**config.mk**
```make
export PLATFORM = sky130hd
export DESIGN_NAME = ex_muldiv_unit
export DESIGN_NICKNAME = d
export VERILOG_FILES = /design/src/rtl/rv32_pkg.sv /design/src/rtl/mdu_divider_core.sv /design/src/rtl/ex_muldiv_unit.sv
export SDC_FILE = /design/constraint.sdc
export NUM_CORES = 2
export LEC_CHECK = 0
export CAP_MARGIN = 10
export CORE_ASPECT_RATIO = 0.7
export CORE_MARGIN = 4
export CORE_UTILIZATION = 41
export CTS_BUF_LIST = sky130_fd_sc_hd__clkbuf_16
export DETAILED_ROUTE_END_ITERATION = 10
export PLACE_DENSITY = 0.54
export SKIP_LAST_GASP = 1
export SYNTH_ARGS = -nofsm -noshare
export SYNTH_HDL_FRONTEND = slang
export SYNTH_SLANG_ARGS = --single-unit
```
**constraint.sdc**
```tcl
create_clock -name CLK -period 9.85 [get_ports CLK]
set_input_delay 2.4625 -clock CLK [delete_from_list [all_inputs] [get_ports CLK]]
set_output_delay 2.4625 -clock CLK [all_outputs]
set_load 0.1 [all_outputs]
```
**src/rtl/rv32_pkg.sv**
```systemverilog
// Shared RV32 definitions used by the EX stage.
//   - ALU_OP codes for the base ALU (ADD only, used to show non-M traffic) and the
//     RV32M multiply/divide group (MUL..REMU).
//   - mdu_state_t: state encoding of the multiply/divide unit.
//   - is_m_op(): true for any RV32M operation code.
package rv32_pkg;

  localparam int XLEN     = 32;
  localparam int OP_WIDTH = 5;

  localparam logic [OP_WIDTH-1:0] ALU_ADD    = 5'b00000;
  localparam logic [OP_WIDTH-1:0] ALU_MUL    = 5'b01000;
  localparam logic [OP_WIDTH-1:0] ALU_MULH   = 5'b01001;
  localparam logic [OP_WIDTH-1:0] ALU_MULHSU = 5'b01010;
  localparam logic [OP_WIDTH-1:0] ALU_MULHU  = 5'b01011;
  localparam logic [OP_WIDTH-1:0] ALU_DIV    = 5'b01100;
  localparam logic [OP_WIDTH-1:0] ALU_DIVU   = 5'b01101;
  localparam logic [OP_WIDTH-1:0] ALU_REM    = 5'b01110;
  localparam logic [OP_WIDTH-1:0] ALU_REMU   = 5'b01111;

  typedef enum logic [2:0] {
    MDU_IDLE     = 3'd0,
    MDU_MUL      = 3'd1,
    MDU_DIV_ITER = 3'd2,
    MDU_DIV_FIX  = 3'd3,
    MDU_DONE     = 3'd4
  } mdu_state_t;

  function automatic logic is_m_op(input logic [OP_WIDTH-1:0] op);
    return (op == ALU_MUL)  || (op == ALU_MULH) || (op == ALU_MULHSU) || (op == ALU_MULHU) ||
           (op == ALU_DIV)  || (op == ALU_DIVU) || (op == ALU_REM)    || (op == ALU_REMU);
  endfunction

endpackage

```
**src/rtl/mdu_divider_core.sv**
```systemverilog
// Iterative unsigned restoring divider, one quotient bit per enabled cycle.
// Ports:
//   CLK, RESET          clock, asynchronous active-high reset
//   load                capture dividend/divisor, clear the partial remainder
//   enable              perform one restoring step
//   dividend, divisor   unsigned operands (sampled on load)
//   quotient, remainder valid after XLEN enabled steps following a load
module mdu_divider_core #(
  parameter int XLEN = 32
) (
  input  logic            CLK,
  input  logic            RESET,
  input  logic            load,
  input  logic            enable,
  input  logic [XLEN-1:0] dividend,
  input  logic [XLEN-1:0] divisor,
  output logic [XLEN-1:0] quotient,
  output logic [XLEN-1:0] remainder
);

  logic [XLEN-1:0] quo_reg;
  logic [XLEN-1:0] rem_reg;
  logic [XLEN-1:0] div_reg;
  logic [XLEN:0]   shifted;
  logic [XLEN:0]   diff;

  // The dividend shifts out of quo_reg MSB-first while quotient bits shift in at the LSB.
  assign shifted = {rem_reg, quo_reg[XLEN-1]};
  assign diff    = shifted - {1'b0, div_reg};

  always_ff @(posedge CLK or posedge RESET) begin
    if (RESET) begin
      quo_reg <= '0;
      rem_reg <= '0;
      div_reg <= '0;
    end else if (load) begin
      quo_reg <= dividend;
      rem_reg <= '0;
      div_reg <= divisor;
    end else if (enable) begin
      // A clear borrow bit means the trial subtraction fits: keep it, quotient bit 1.
      if (!diff[XLEN]) begin
        rem_reg <= diff[XLEN-1:0];
        quo_reg <= {quo_reg[XLEN-2:0], 1'b1};
      end else begin
        rem_reg <= shifted[XLEN-1:0];
        quo_reg <= {quo_reg[XLEN-2:0], 1'b0};
      end
    end
  end

  assign quotient  = quo_reg;
  assign remainder = rem_reg;

endmodule

```
**src/rtl/ex_muldiv_unit.sv**
```systemverilog
// RV32M multiply/divide unit sitting beside the ALU in EX.
// Ports:
//   CLK, RESET   clock, asynchronous active-high reset
//   START        ID/EX has just loaded a new valid instruction
//   FLUSH        abort any operation in progress
//   ALU_OP       operation code (MUL..REMU act, anything else is ignored)
//   OPERAND1/2   rs1 / rs2 after forwarding
//   RESULT       registered result, valid while DONE=1, held otherwise
//   DONE         one-cycle completion pulse
//   STALL        combinational pipeline hold request
//   BUSY         registered, high whenever the unit is not idle
// Multiplies finish two cycles after START, divides 34 cycles after START,
// divide-by-zero and signed overflow one cycle after START.
module ex_muldiv_unit
  import rv32_pkg::*;
#(
  parameter int XLEN     = 32,
  parameter int OP_WIDTH = 5
) (
  input  logic                CLK,
  input  logic                RESET,
  input  logic                START,
  input  logic                FLUSH,
  input  logic [OP_WIDTH-1:0] ALU_OP,
  input  logic [XLEN-1:0]     OPERAND1,
  input  logic [XLEN-1:0]     OPERAND2,
  output logic [XLEN-1:0]     RESULT,
  output logic                DONE,
  output logic                STALL,
  output logic                BUSY
);

  localparam int CNT_W = $clog2(XLEN);

  mdu_state_t state_reg, state_next;

  logic [2*XLEN-1:0] product_reg;
  logic [OP_WIDTH-1:0] op_reg;
  logic              neg_q_reg;
  logic              neg_r_reg;
  logic [CNT_W-1:0]  count_reg;
  logic [XLEN-1:0]   result_reg, result_next;
  logic              done_reg;
  logic              busy_reg;

  logic mul_load, div_load, div_step, result_load;

  // ---------------- operand decode ----------------
  logic is_m, is_mul_class, is_rem, signed_div, div_by_zero, overflow;
  assign is_m         = is_m_op(ALU_OP);
  assign is_mul_class = (ALU_OP == ALU_MUL) || (ALU_OP == ALU_MULH) ||
                        (ALU_OP == ALU_MULHSU) || (ALU_OP == ALU_MULHU);
  assign is_rem       = (ALU_OP == ALU_REM) || (ALU_OP == ALU_REMU);
  assign signed_div   = (ALU_OP == ALU_DIV) || (ALU_OP == ALU_REM);
  assign div_by_zero  = (OPERAND2 == '0);
  assign overflow     = signed_div && (OPERAND1 == {1'b1, {(XLEN-1){1'b0}}}) && (OPERAND2 == '1);

  logic [XLEN-1:0] special_result;
  always_comb begin
    special_result = '0;
    if (div_by_zero) special_result = is_rem ? OPERAND1 : '1;
    else             special_result = is_rem ? '0 : {1'b1, {(XLEN-1){1'b0}}};
  end

  // ---------------- multiply ----------------
  // 33-bit operands carry the per-op signedness; widening them further by sign
  // extension keeps the low 64 bits of the product exact.
  logic               op1_signed, op2_signed;
  logic [XLEN:0]      mul_a, mul_b;
  logic signed [2*XLEN-1:0] mul_a_ext, mul_b_ext, prod_full;
  assign op1_signed = (ALU_OP != ALU_MULHU);
  assign op2_signed = (ALU_OP == ALU_MUL) || (ALU_OP == ALU_MULH);
  assign mul_a      = {op1_signed & OPERAND1[XLEN-1], OPERAND1};
  assign mul_b      = {op2_signed & OPERAND2[XLEN-1], OPERAND2};
  assign mul_a_ext  = {{(XLEN-1){mul_a[XLEN]}}, mul_a};
  assign mul_b_ext  = {{(XLEN-1){mul_b[XLEN]}}, mul_b};
  assign prod_full  = mul_a_ext * mul_b_ext;

  // ---------------- divide ----------------
  logic            op1_neg, op2_neg;
  logic [XLEN-1:0] abs1, abs2, quotient, remainder, q_signed, r_signed;
  assign op1_neg = signed_div & OPERAND1[XLEN-1];
  assign op2_neg = signed_div & OPERAND2[XLEN-1];
  assign abs1    = op1_neg ? -OPERAND1 : OPERAND1;
  assign abs2    = op2_neg ? -OPERAND2 : OPERAND2;

  mdu_divider_core #(.XLEN(XLEN)) u_div (
    .CLK       (CLK),
    .RESET     (RESET),
    .load      (div_load),
    .enable    (div_step),
    .dividend  (abs1),
    .divisor   (abs2),
    .quotient  (quotient),
    .remainder (remainder)
  );

  assign q_signed = neg_q_reg ? -quotient  : quotient;
  assign r_signed = neg_r_reg ? -remainder : remainder;

  // ---------------- FSM ----------------
  always_ff @(posedge CLK or posedge RESET) begin
    if (RESET) state_reg <= MDU_IDLE;
    else       state_reg <= state_next;
  end

  always_comb begin
    state_next  = state_reg;
    mul_load    = 1'b0;
    div_load    = 1'b0;
    div_step    = 1'b0;
    result_load = 1'b0;
    result_next = result_reg;
    unique case (state_reg)
      MDU_IDLE: begin
        if (START && is_m && !FLUSH) begin
          if (is_mul_class) begin
            mul_load   = 1'b1;
            state_next = MDU_MUL;
          end else if (div_by_zero || overflow) begin
            result_load = 1'b1;
            result_next = special_result;
            state_next  = MDU_DONE;
          end else begin
            div_load   = 1'b1;
            state_next = MDU_DIV_ITER;
          end
        end
      end
      MDU_MUL: begin
        result_load = 1'b1;
        result_next = (op_reg == ALU_MUL) ? product_reg[XLEN-1:0] : product_reg[2*XLEN-1:XLEN];
        state_next  = MDU_DONE;
      end
      MDU_DIV_ITER: begin
        div_step = 1'b1;
        if (count_reg == CNT_W'(XLEN-1)) state_next = MDU_DIV_FIX;
      end
      MDU_DIV_FIX: begin
        result_load = 1'b1;
        result_next = (op_reg == ALU_REM || op_reg == ALU_REMU) ? r_signed : q_signed;
        state_next  = MDU_DONE;
      end
      MDU_DONE: state_next = MDU_IDLE;
      default:  state_next = MDU_IDLE;
    endcase
    // A flush wins over every transition, including the write of a result.
    if (FLUSH && state_reg != MDU_IDLE) begin
      state_next  = MDU_IDLE;
      div_step    = 1'b0;
      result_load = 1'b0;
      result_next = result_reg;
    end
  end

  // ---------------- datapath registers ----------------
  always_ff @(posedge CLK or posedge RESET) begin
    if (RESET) begin
      product_reg <= '0;
      op_reg      <= '0;
      neg_q_reg   <= 1'b0;
      neg_r_reg   <= 1'b0;
      count_reg   <= '0;
      result_reg  <= '0;
      done_reg    <= 1'b0;
      busy_reg    <= 1'b0;
    end else begin
      if (mul_load) product_reg <= prod_full;
      if (mul_load || div_load) op_reg <= ALU_OP;
      if (div_load) begin
        neg_q_reg <= op1_neg ^ op2_neg;
        neg_r_reg <= op1_neg;
        count_reg <= '0;
      end else if (div_step) begin
        count_reg <= count_reg + CNT_W'(1);
      end
      if (result_load) result_reg <= result_next;
      done_reg <= (state_next == MDU_DONE);
      busy_reg <= (state_next != MDU_IDLE);
    end
  end

  assign RESULT = result_reg;
  assign DONE   = done_reg;
  assign BUSY   = busy_reg;
  assign STALL  = !RESET && ((state_reg == MDU_MUL) || (state_reg == MDU_DIV_ITER) ||
                             (state_reg == MDU_DIV_FIX) ||
                             ((state_reg == MDU_IDLE) && START && is_m));

endmodule

```
==> impl_metrics.env <==
export IMPL_cts_root_buffer="clkbuf_16"
export IMPL_drc=0
export IMPL_fin_skew_ns=0.0393
export IMPL_start_util_pct=41.4
export IMPL_port_buffers=107
export IMPL_final_cell_mix="inv_1 (1135), fa_1 (1111), nand2_1 (1098), buf_4 (491), and2_1 (320)"
export IMPL_multi_input_area_sq_um=41000
export IMPL_max_clock_freq_ghz=0.103
export IMPL_cap_violations=0
export IMPL_seqCellArea_sq_um=5230
export IMPL_async_reset_ff_share_pct=100
export IMPL_final_area_sq_um=58800
export IMPL_regToRegStartpoint="u_div.quotient[31]$_DFFE_PP0P_"
export IMPL_cts_buffers=23
export IMPL_wire_per_inst_microns=22.3
export IMPL_clock_sink_count=209
export IMPL_grt_usage_pct=26.9
export IMPL_hp_class="reg -> reg"
export IMPL_critPathKind="in -> reg"
export IMPL_gp_congestion=0.925
export IMPL_met3_usage_pct=5.95
export IMPL_h_tree_depth=1
export IMPL_viasPerCell=5.23
export IMPL_overflow=0
export IMPL_timing_final_max_slew_violations=0
export IMPL_rows=108
export IMPL_final_common_cell="inv_1"
export IMPL_core_sq_um=124000
export IMPL_final_cells=7811
export IMPL_antenna_found_initial=27
export IMPL_hp_start="product_reg[3]$_DFFE_PP0P_"
export IMPL_outcome="completed"
export IMPL_ys_seq_area_share_pct=10.2
export IMPL_grt_max_degree=140
export IMPL_worstSetupEndpointType="flop"
export IMPL_fp_dieW_microns=432
export IMPL_cp_startpoint="OPERAND2[31]"
export IMPL_synth_edf_count=0
export IMPL_period_needed_ns=9.68
export IMPL_min_path_cells=2
export IMPL_largest_register_ffs=64
export IMPL_path_clk_slew_ns=0.07
export IMPL_firstDrtPassIters=5
export IMPL_synth_area_sq_um=51500
export IMPL_use_met2_pct=37.6
export IMPL_detail_route_antenna_nets=0
export IMPL_ff2ff_path_depth=14
export IMPL_grt_use_met1_pct=41.9
export IMPL_setup_tns_ns=0
export IMPL_critPathMaxFanout=22
export IMPL_post_route_util_pct=47.3
export IMPL_tritoncts="built"
export IMPL_setup_viol=0
export IMPL_cts_max_path_buffers=3
export IMPL_yosys_warnings=0
export IMPL_placed_area_sq_um=57500
export IMPL_rsz0062_at_grt="yes"
export IMPL_busiest_layer="met1"
export IMPL_hpwl_mm=147
export IMPL_fin_crit_sh_pct=98.2
export IMPL_fill_cells=12122
export IMPL_netlist_instances=5833
export IMPL_nNetsFinal=7584
export IMPL_drive_gt1_share_pct=12.3
export IMPL_vias=40820
export IMPL_synth_seq_cells=209
export IMPL_syn_nets=7283
export IMPL_synth_avg_cell_area_sq_um=8.83
export IMPL_drtIter0Drc=3529
export IMPL_pin_count=108
export IMPL_required_ns=10.26
export IMPL_cts_hold_buf=0
export IMPL_synthFlopType="dfrtp_1"
export IMPL_routed_wl_mm=174
export IMPL_slew_headroom_pct=25.4
export IMPL_dp_cells=7746
export IMPL_synthToLayoutAreaGrowth_pct=14.1
export IMPL_grt_pass1_vias=41802
export IMPL_die_h_microns=304
export IMPL_critPathLaunchType="input port"
export IMPL_cp_arrival_ns=10.09
export IMPL_worstMarginPinSlew_ns=1.12
export IMPL_yosysUniqueCellTypes=83
export IMPL_hold_violations=0
export IMPL_clk_latency_ns=0.56
export IMPL_dieArea_sq_um=131000
export IMPL_grt_pass1_wl_mm=267
## logic make-up (layout without fill, tap and decap cells)
group           Yosys count  after routing  share of synthesized area (%)
mux                      43             43                          0.848
xor+xnor                215            215                           3.66
other cells               0             12                              0
simple gates           1816           1817                           16.0
buf+inv                1516           1831                           11.2
compound gates          657            657                           8.23
fa+ha+maj              1377           1377                           49.9
flops                   209            209                           10.2
## worst max-delay path, stage by stage
cell and delay [ns]:
clkdlybuf4s50_1 0.60, nand3_2 0.26, buf_6 0.28, nor2_1 0.14
fa_1 0.42, inv_1 0.08, fa_1 0.43, fa_1 0.52
fa_1 0.45, fa_1 0.56, fa_2 0.61, fa_2 0.43
fa_1 0.55, inv_2 0.05, ha_4 0.25, a41oi_2 0.17
o21ai_2 0.09, a21oi_2 0.18, o221ai_4 0.13, a221oi_4 0.35
o21ai_4 0.14, a2111oi_4 0.42, o221ai_2 0.22, xnor2_1 0.21
o21ai_1 0.07
## final cells by class
cell class                      instances  area share (%)
Clock buffer                           23           0.979
Tap cell                             1650            3.51
Clock inverter                         17           0.183
Inverter                             1144            7.32
Sequential cell                       209            8.90
Multi-Input combinational cell       4109            69.7
Antenna cell                           12          0.0511
Timing Repair Buffer                  647            9.31
## path summary, 6_finish.rpt
path | end | slack (ns)
max reg2reg | u_div.remainder[1]$_DFFE_PP0P_ | 5.39
max | product_reg[54]$_DFFE_PP0P_ | 0.17
min in group asynchronous | RESULT[1]$_DFFE_PP0P_ | 2.57
min reg2reg | product_reg[3]$_DFFE_PP0P_ | 0.48
max in group asynchronous | u_div.quotient[12]$_DFFE_PP0P_ | 5.66
min | product_reg[3]$_DFFE_PP0P_ | 0.48
## stage by stage
stage | worst slack, ns | hold WS (ns)
2_1_floorplan | 0.0127 | 0.439
3_3_place_gp | -0.770 | 0.456
3_5_place_dp | -0.858 | 0.458
4_1_cts | -0.0408 | 0.476
5_1_grt | -0.0669 | 0.485
6_report | 0.172 | 0.477
## metal layers
metal	up-vias	share of wire (%)
met5	-	0.014
met4	4	2.8
met3	163	8.9
met2	1469	41
met1	20973	47
li1	18211	-
## synthesized netlist by cell type (46+ instances only)
| master | instances | area share [%] |
|---|---|---|
| inv_1 | 1143 | 8.3 |
| fa_1 | 1126 | 44 |
| nand2_1 | 1100 | 8.0 |
| and2_1 | 323 | 3.9 |
| clkbuf_1 | 271 | 2.0 |
| ha_1 | 251 | 6.1 |
| dfrtp_1 | 209 | 10 |
| o21ai_0 | 188 | 1.8 |
| nor2_1 | 148 | 1.1 |
| a21oi_1 | 127 | 1.2 |
| xnor2_1 | 110 | 1.9 |
| xor2_1 | 105 | 1.8 |
| buf_1 | 82 | 0.60 |
| nand3_1 | 60 | 0.58 |
| a21o_1 | 53 | 0.77 |
| o211ai_1 | 46 | 0.67 |
## what timing repair did
item | CTS | global route
gates resized for setup | 18 | 95
gates cloned | 0 | 2
setup buffers | 0 | 14
pin swaps | 4 | 64
endpoints found under the setup margin | 15 | 27
Power is left out: the tool's default activity adds up to more than one toggle a clock period on the data nets, which glitch-free logic cannot reach.
